`config.mk`:
```
export PLATFORM = sky130hd
export DESIGN_NAME = encoder_rr_arbiter_flat
export DESIGN_NICKNAME = d
export VERILOG_FILES = /design/src/rtl/encoder_rr_arbiter_if.sv /design/src/rtl/encoder_rr_arbiter.sv /design/src/flat_wrapper.sv
export SDC_FILE = /design/constraint.sdc
export NUM_CORES = 1
export LEC_CHECK = 0
export BUFFER_PORTS_ARGS = -buffer_cell sky130_fd_sc_hd__buf_2
export CAP_MARGIN = 5
export CORE_MARGIN = 3
export CORE_UTILIZATION = 60
export DETAILED_ROUTE_END_ITERATION = 8
export GPL_TIMING_DRIVEN = 0
export PLACE_DENSITY = 0.86
export RECOVER_POWER = 50
export SLEW_MARGIN = 20
export SYNTH_ARGS = -nofsm -noshare
export SYNTH_HDL_FRONTEND = slang
export SYNTH_SLANG_ARGS = --single-unit
```
`constraint.sdc`:
```
create_clock -name clk -period 6 [get_ports clk]
set_input_delay 0.6 -clock clk [delete_from_list [all_inputs] [get_ports clk]]
set_output_delay 0.6 -clock clk [all_outputs]
set_load 0.05 [all_outputs]
```
`src/rtl/encoder_rr_arbiter_if.sv`:
```
`default_nettype none
// ============================================================================
// Module   : encoder_rr_arbiter_if
// Brief    : Request/grant bundle between requesters and the shared encoder
//            arbiter; grant carried as one-hot, binary index and Gray index.
// Revision : 1.0 - initial release
// ============================================================================
interface encoder_rr_arbiter_if #(
    parameter int N_REQ = 7,
    parameter int IDX_W = 3
);
    logic             en;
    logic [N_REQ-1:0] req;
    logic [N_REQ-1:0] gnt;
    logic             gnt_valid;
    logic [IDX_W-1:0] gnt_idx;
    logic [IDX_W-1:0] gnt_gray;

    modport master (
        output en,
        output req,
        input  gnt,
        input  gnt_valid,
        input  gnt_idx,
        input  gnt_gray
    );

    modport slave (
        input  en,
        input  req,
        output gnt,
        output gnt_valid,
        output gnt_idx,
        output gnt_gray
    );
endinterface
`default_nettype wire

```
`src/rtl/encoder_rr_arbiter.sv`:
```
`default_nettype none
// ============================================================================
// Module   : encoder_rr_arbiter
// Brief    : Round-robin arbiter with hold limit; registered one-hot, binary
//            and Gray-coded grant outputs.
// Revision : 1.0 - initial release
// ============================================================================
module encoder_rr_arbiter #(
    parameter int N_REQ    = 7,
    parameter int IDX_W    = 3,
    parameter int MAX_HOLD = 4
) (
    input  wire logic             clk,
    input  wire logic             rst,
    encoder_rr_arbiter_if.slave   bus
);

    localparam int c_HOLD_W = (MAX_HOLD < 2) ? 1 : $clog2(MAX_HOLD + 1);
    localparam logic [0:0] c_IDLE  = 1'b0;
    localparam logic [0:0] c_GRANT = 1'b1;

    logic [0:0]          r_state;
    logic [0:0]          w_state_nxt;
    logic [IDX_W-1:0]    r_ptr;
    logic [IDX_W-1:0]    w_ptr_nxt;
    logic [c_HOLD_W-1:0] r_hold;
    logic [c_HOLD_W-1:0] w_hold_nxt;
    logic [N_REQ-1:0]    r_gnt;
    logic [N_REQ-1:0]    w_gnt_nxt;
    logic [IDX_W-1:0]    r_idx;
    logic [IDX_W-1:0]    w_idx_nxt;
    logic [IDX_W-1:0]    r_gray;
    logic [IDX_W-1:0]    w_gray_nxt;
    logic                r_valid;
    logic                w_valid_nxt;

    logic [N_REQ-1:0]    w_search;
    logic                w_held;
    logic                w_hold_max;
    logic                w_found;
    logic [IDX_W-1:0]    w_win;
    logic                w_take;
    int                  w_k;

    // The current holder is masked out so a released or rotated index can
    // never win its own hand-off edge; in IDLE r_gnt is zero.
    assign w_search   = bus.req & ~r_gnt;
    assign w_held     = |(bus.req & r_gnt);
    assign w_hold_max = (MAX_HOLD != 0) && (r_hold == c_HOLD_W'(MAX_HOLD));

    always_comb begin
        w_found = 1'b0;
        w_win   = '0;
        w_k     = 0;
        for (int i = 0; i < N_REQ; i++) begin
            w_k = int'(r_ptr) + i;
            if (w_k >= N_REQ) begin
                w_k = w_k - N_REQ;
            end
            if (!w_found && w_search[w_k]) begin
                w_found = 1'b1;
                w_win   = IDX_W'(w_k);
            end
        end
    end

    // State register, including the registered outputs and arbitration state.
    always_ff @(posedge clk) begin
        if (rst) begin
            r_state <= c_IDLE;
            r_ptr   <= '0;
            r_hold  <= '0;
            r_gnt   <= '0;
            r_idx   <= '0;
            r_gray  <= '0;
            r_valid <= 1'b0;
        end else begin
            r_state <= w_state_nxt;
            r_ptr   <= w_ptr_nxt;
            r_hold  <= w_hold_nxt;
            r_gnt   <= w_gnt_nxt;
            r_idx   <= w_idx_nxt;
            r_gray  <= w_gray_nxt;
            r_valid <= w_valid_nxt;
        end
    end

    always_comb begin
        w_state_nxt = r_state;
        w_take      = 1'b0;
        case (r_state)
            c_IDLE: begin
                if (bus.en && w_found) begin
                    w_state_nxt = c_GRANT;
                    w_take      = 1'b1;
                end
            end
            c_GRANT: begin
                if (!w_held) begin
                    if (bus.en && w_found) begin
                        w_take = 1'b1;
                    end else begin
                        w_state_nxt = c_IDLE;
                    end
                end else if (w_hold_max && bus.en && w_found) begin
                    w_take = 1'b1;
                end
            end
            default: begin
                w_state_nxt = c_IDLE;
            end
        endcase
    end

    always_comb begin
        w_ptr_nxt   = r_ptr;
        w_hold_nxt  = r_hold;
        w_gnt_nxt   = r_gnt;
        w_idx_nxt   = r_idx;
        w_gray_nxt  = r_gray;
        w_valid_nxt = r_valid;
        if (w_take) begin
            w_ptr_nxt   = (w_win == IDX_W'(N_REQ - 1)) ? '0 : w_win + IDX_W'(1);
            w_hold_nxt  = c_HOLD_W'(1);
            w_gnt_nxt   = {{(N_REQ-1){1'b0}}, 1'b1} << w_win;
            w_idx_nxt   = w_win;
            w_gray_nxt  = w_win ^ (w_win >> 1);
            w_valid_nxt = 1'b1;
        end else if (w_state_nxt == c_GRANT) begin
            if ((MAX_HOLD != 0) && !w_hold_max) begin
                w_hold_nxt = r_hold + c_HOLD_W'(1);
            end
        end else begin
            w_hold_nxt  = '0;
            w_gnt_nxt   = '0;
            w_idx_nxt   = '0;
            w_gray_nxt  = '0;
            w_valid_nxt = 1'b0;
        end
    end

    assign bus.gnt       = r_gnt;
    assign bus.gnt_valid = r_valid;
    assign bus.gnt_idx   = r_idx;
    assign bus.gnt_gray  = r_gray;

endmodule
`default_nettype wire

```
`src/flat_wrapper.sv`:
```
// flat-port wrapper written by rule: the top's interface ports become plain ports
module encoder_rr_arbiter_flat 
#(
    parameter int N_REQ    = 7,
    parameter int IDX_W    = 3,
    parameter int MAX_HOLD = 4
)
  (clk, rst, bus_en, bus_req, bus_gnt, bus_gnt_valid, bus_gnt_idx, bus_gnt_gray);
  encoder_rr_arbiter_if #(.N_REQ(N_REQ), .IDX_W(IDX_W)) bus_i ();
  input  wire logic clk;
  input  wire logic rst;
  input wire logic [$bits(bus_i.en)-1:0] bus_en;
  input wire logic [$bits(bus_i.req)-1:0] bus_req;
  output wire logic [$bits(bus_i.gnt)-1:0] bus_gnt;
  output wire logic [$bits(bus_i.gnt_valid)-1:0] bus_gnt_valid;
  output wire logic [$bits(bus_i.gnt_idx)-1:0] bus_gnt_idx;
  output wire logic [$bits(bus_i.gnt_gray)-1:0] bus_gnt_gray;
  assign bus_i.en = bus_en;
  assign bus_i.req = bus_req;
  assign bus_gnt = bus_i.gnt;
  assign bus_gnt_valid = bus_i.gnt_valid;
  assign bus_gnt_idx = bus_i.gnt_idx;
  assign bus_gnt_gray = bus_i.gnt_gray;
  encoder_rr_arbiter #(.N_REQ(N_REQ), .IDX_W(IDX_W), .MAX_HOLD(MAX_HOLD)) u_core (.clk(clk), .rst(rst), .bus(bus_i));
endmodule
```
==> impl_summary.md <==
Status
The run finished with clean final reports.

Global routing
The number of antenna violations at the first check in global routing is 0. The pin count of the biggest net entering global routing is 13. In the global route stage, overall resource usage came out at 0.2906. The number of global-route vias before repair is 2322. The residual overflow from global routing is 0.

The wire length of the first global-routing pass is 11560 µm.

Setup path
The worst setup path is of the reg2reg kind. The data arrival time of the critical path is 5.50 ns. Among all stages on the critical path, the largest delay is contributed by nor3b_1. In this run the register-to-register setup slack is 0.66 ns. The critical path capture point type is a flop. Following the worst setup path forward leads to its endpoint at u_core.r_ptr[2]. In this run the worst setup path begins at u_core.r_ptr[0]. The path depth of the worst reg2reg path is 19. The signal on the critical path passes through buf_4 -> buf_2 -> inv_1 -> ha_1 -> buf_6 -> mux2_4 -> mux4_2 -> nand2b_1 -> and2_1 -> buf_6 -> nor3b_1 -> nand3_1 -> o32a_1 -> o31ai_1 -> inv_1 -> ha_1 -> ha_1 -> inv_1 -> a32o_1.

The worst flop-to-flop path endpoint is u_core.r_ptr[2]. STA classifies the critical path startpoint as a flop. The data required time of the worst path is 6.16 ns. The startpoint of the worst register-to-register path is u_core.r_ptr[0].

In this design, the stage delay of the slowest critical-path cell is 0.77 ns. Of all nets on the critical path, the largest fanout is 10.

Finish
Summing all flip-flop and latch instances after layout gives 400.4 µm². The number of non-filler instances in the completed layout is 379. The layout overhead on the synthesized area is 8.705%. The total non-filler cell area in the finished layout is 2656 µm². The library cell used most frequently in the layout, excluding fill and tap cells, is nand2_1. The fill cell total of the finished layout is 335.

After the last flow step, the layout net total stands at 363. The multi-input combinational cells in the finished layout cover a total of 1896 µm². The antenna diode count is 0. Of the cells placed in the final design, the portion with a size suffix greater than 1 is 0.1208. The library cells used most frequently in the layout, excluding fill and tap cells, are nand2_1, mux2i_1, nor2_1, ha_1, dfxtp_1.

Routing
The number of vias per cell is 6.541. The routed layout has 2479 vias. For this run, design rule violations remaining after detail routing come to 0. The number of DRC violations after detailed-routing iteration 0 is 271. The post-detailed-route count of antenna-violating nets is 0. The first detailed-routing pass took 7 iterations. The final wirelength is 6997 µm. In the final routed layout, each cell accounts on average for 18.46 µm.

Timing
Setup violations remaining at the end of the flow were counted as 0. Setup repair after global routing left no endpoint under its margin. The worst slew margin relative to its limit is 0.3698. The achievable clock frequency is 0.1874 GHz. The setup clock skew after layout is 0.002356 ns. The number of max-slew violations in the final report is 0.

Setup total negative slack on the finished layout was measured at 0 ns. The worst path in the final design needs a cycle of 5.336 ns, including I/O delays and setup. The number of hold-slack violations in the final timing report is 0.

The post-route fraction of the period consumed by the critical path is 0.8894. The slew of the pin with the lowest slew margin is 0.9432 ns.

Synthesis
The gate count after technology mapping is 304. The total of flip-flops plus latches after synthesis is 20. For this run, the leading register cell type out of synthesis is dfxtp_1.

The top cell type by total area after synthesis is dfxtp_1. Counting distinct cell types in the post-synthesis netlist gives 72. During synthesis, Yosys emitted a total of 0 warnings.

Synthesis produced a netlist with a net count of 335. The compound-cell area share of the yosys netlist is 0.2601. Of all flip-flops after synthesis, the portion carrying an async set or reset was 0.

For this run, the register share of the synthesized area comes to 0.1639. The area share of and/or/nand/nor cells after synthesis is 0.2494. The total standard cell area after synthesis is 2444 µm².

Of the post-synthesis cell area, the part taken by muxes is 0.1336. By area, the combinational part of the netlist is dominated by compound AO/OA/AOI/OAI gates. Of the post-synthesis cell area, the dominant cell type holds 0.1639. The number of enable-type register cells in the synthesized netlist is 0. Sorting the synthesized cells by area gives the leading types as dfxtp_1, ha_1, mux2i_1. In this run the mean area of a mapped cell was 8.038 µm².

The adder-cell share of the synthesized area is 0.1106. Of the total synthesized cell area, the portion taken by XOR and XNOR cells is 0.02867.

Worst hold path
The worst hold path belongs to the class reg2reg. The source of the worst hold timing path is u_core.bus.gnt_valid.

Place
The HPWL reported at the end of detailed placement is 5352 µm. Buffers placed on the I/O ports in this run total 23. The total instance count after detailed placement is 375. The total cell area at the placement stage is 2619 µm². The global placement routability congestion is 1.042.

Clock tree
The later pin in the worst-skew pair is clocked with a latency of 0.26 ns. The total setup buffers inserted after CTS is 0. The tree is rooted in a clkbuf_8. In this run the deepest clock path goes through 2 buffers.

For this design, the sink count on the clock tree is 20. The hold-fix buffer count after cts is 0. The count of cells resized by post-cts repair is 0. The number of CTS-inserted buffers is 3. The clock tree from TritonCTS is done. The CTS clock-pin slew for the worst setup and hold paths is 0.08 ns. CTS built an H-tree with a depth of 1.

Floorplanning
The floorplan step defined a die boundary enclosing 4874 µm². The floorplan step set the die width to 69.82 µm. The core region is 3799 µm². Measured along the y axis, the die boundary spans 69.82 µm.

For this configuration, the core starts out at a cell density of 0.6433. The floorplan has 22 rows. For this design the top-level I/O count stands at 24.

Flow run
The max-capacitance violation count is 0.

Power
The worst-case IR drop observed on VDD is 0.0003551 V. The standby leakage power is 0.001121 µW. Dividing total power by cell area gives a power density of 575.3 nW/µm².
-- area by class of cell --
type | instances | share of cell area
buffer | 10 | 0.02544
clock buffer | 3 | 0.01554
clock inverter | 1 | 0.01130
inverter | 17 | 0.02402
multi-input combinational | 257 | 0.7136
sequential | 20 | 0.1507
tap | 48 | 0.02261
timing repair buffer | 23 | 0.03674
-- critical path, delay by kind of cell (launching register included) --
kind / cells / cell delay (ns)
adders and majority gates: 3 / 0.88
buffers and inverters: 7 / 1.16
AOI/OAI and AO/OA: 3 / 0.77
muxes: 2 / 0.71
and+or+nand+nor: 4 / 1.29
DFF: 1 / 0.43
-- worst min path at each step --
| stage | slack, ns | to | cells past startpoint |
|---|---|---|---|
| floorplan | 0.45 | u_core.r_hold[1] | 2 |
| global placement | 0.43 | u_core.bus.gnt_valid | 2 |
| detailed placement | 0.43 | u_core.bus.gnt_valid | 2 |
| CTS | 0.44 | u_core.bus.gnt_valid | 2 |
| global route | 0.48 | u_core.bus.gnt_valid | 2 |
| finish | 0.45 | u_core.bus.gnt_valid | 2 |
-- metal layers --
layer  share of wire  vias to the layer above  global-route usage  routed length (µm)
met2            0.43                      135              0.4407                3034
met4           0.029                        0             0.09149                 204
li1                -                     1191                   -                   -
met5               0                        -                   0                   0
met3           0.097                       19             0.04203                 679
met1            0.44                     1134              0.4211                3078
-- stage by stage --
stage	total power [µW]	hold WS (ns)	setup slack [ns]	utilization
floorplan	1120	0.4474	1.860	-
global placement	1344	0.4285	1.055	0.6894
detailed placement	1374	0.4329	1.028	0.6894
CTS	1520	0.4445	1.005	0.7082
global route	1635	0.4792	0.2897	0.6993
finish	1528	0.4463	0.6636	0.6993
-- power breakdown --
group	total, µW	internal [µW]	switching [µW]
registers	205	167	37.2
clock network	137	89.2	47.9
logic	1190	434	753
total	1530	690	838
-- cells in the mapped netlist, types with 4 or more instances --
cell      count
nand2b_1     13
nor2_1       20
nand3_1      10
a21oi_1      16
ha_1         20
a22oi_1       5
a32o_1        6
and2_1        4
dfxtp_1      20
o211ai_1      7
nor2b_1      11
nand2_1      25
xnor2_1       6
a31oi_1       7
o21ai_0      16
inv_1        17
mux2i_1      21
-- cells by family (layout without fill, tap and decap cells) --
group,Yosys count,count (layout)
buf+inv,27,54
mux,28,28
flops,20,20
fa+ha+maj,21,21
xor+xnor,8,8
simple gates,110,110
compound gates,90,90
-- sequential cells by signal, indices dropped and copies added, names as in the netlist --
signal	count
u_core.bus.gnt_valid	1
u_core.bus.gnt	7
u_core.bus.gnt_idx	2
u_core.r_state	1
u_core.r_ptr	3
u_core.r_hold	3
u_core.bus.gnt_gray	3
No activity file was read; power rests on OpenSTA's default activity.
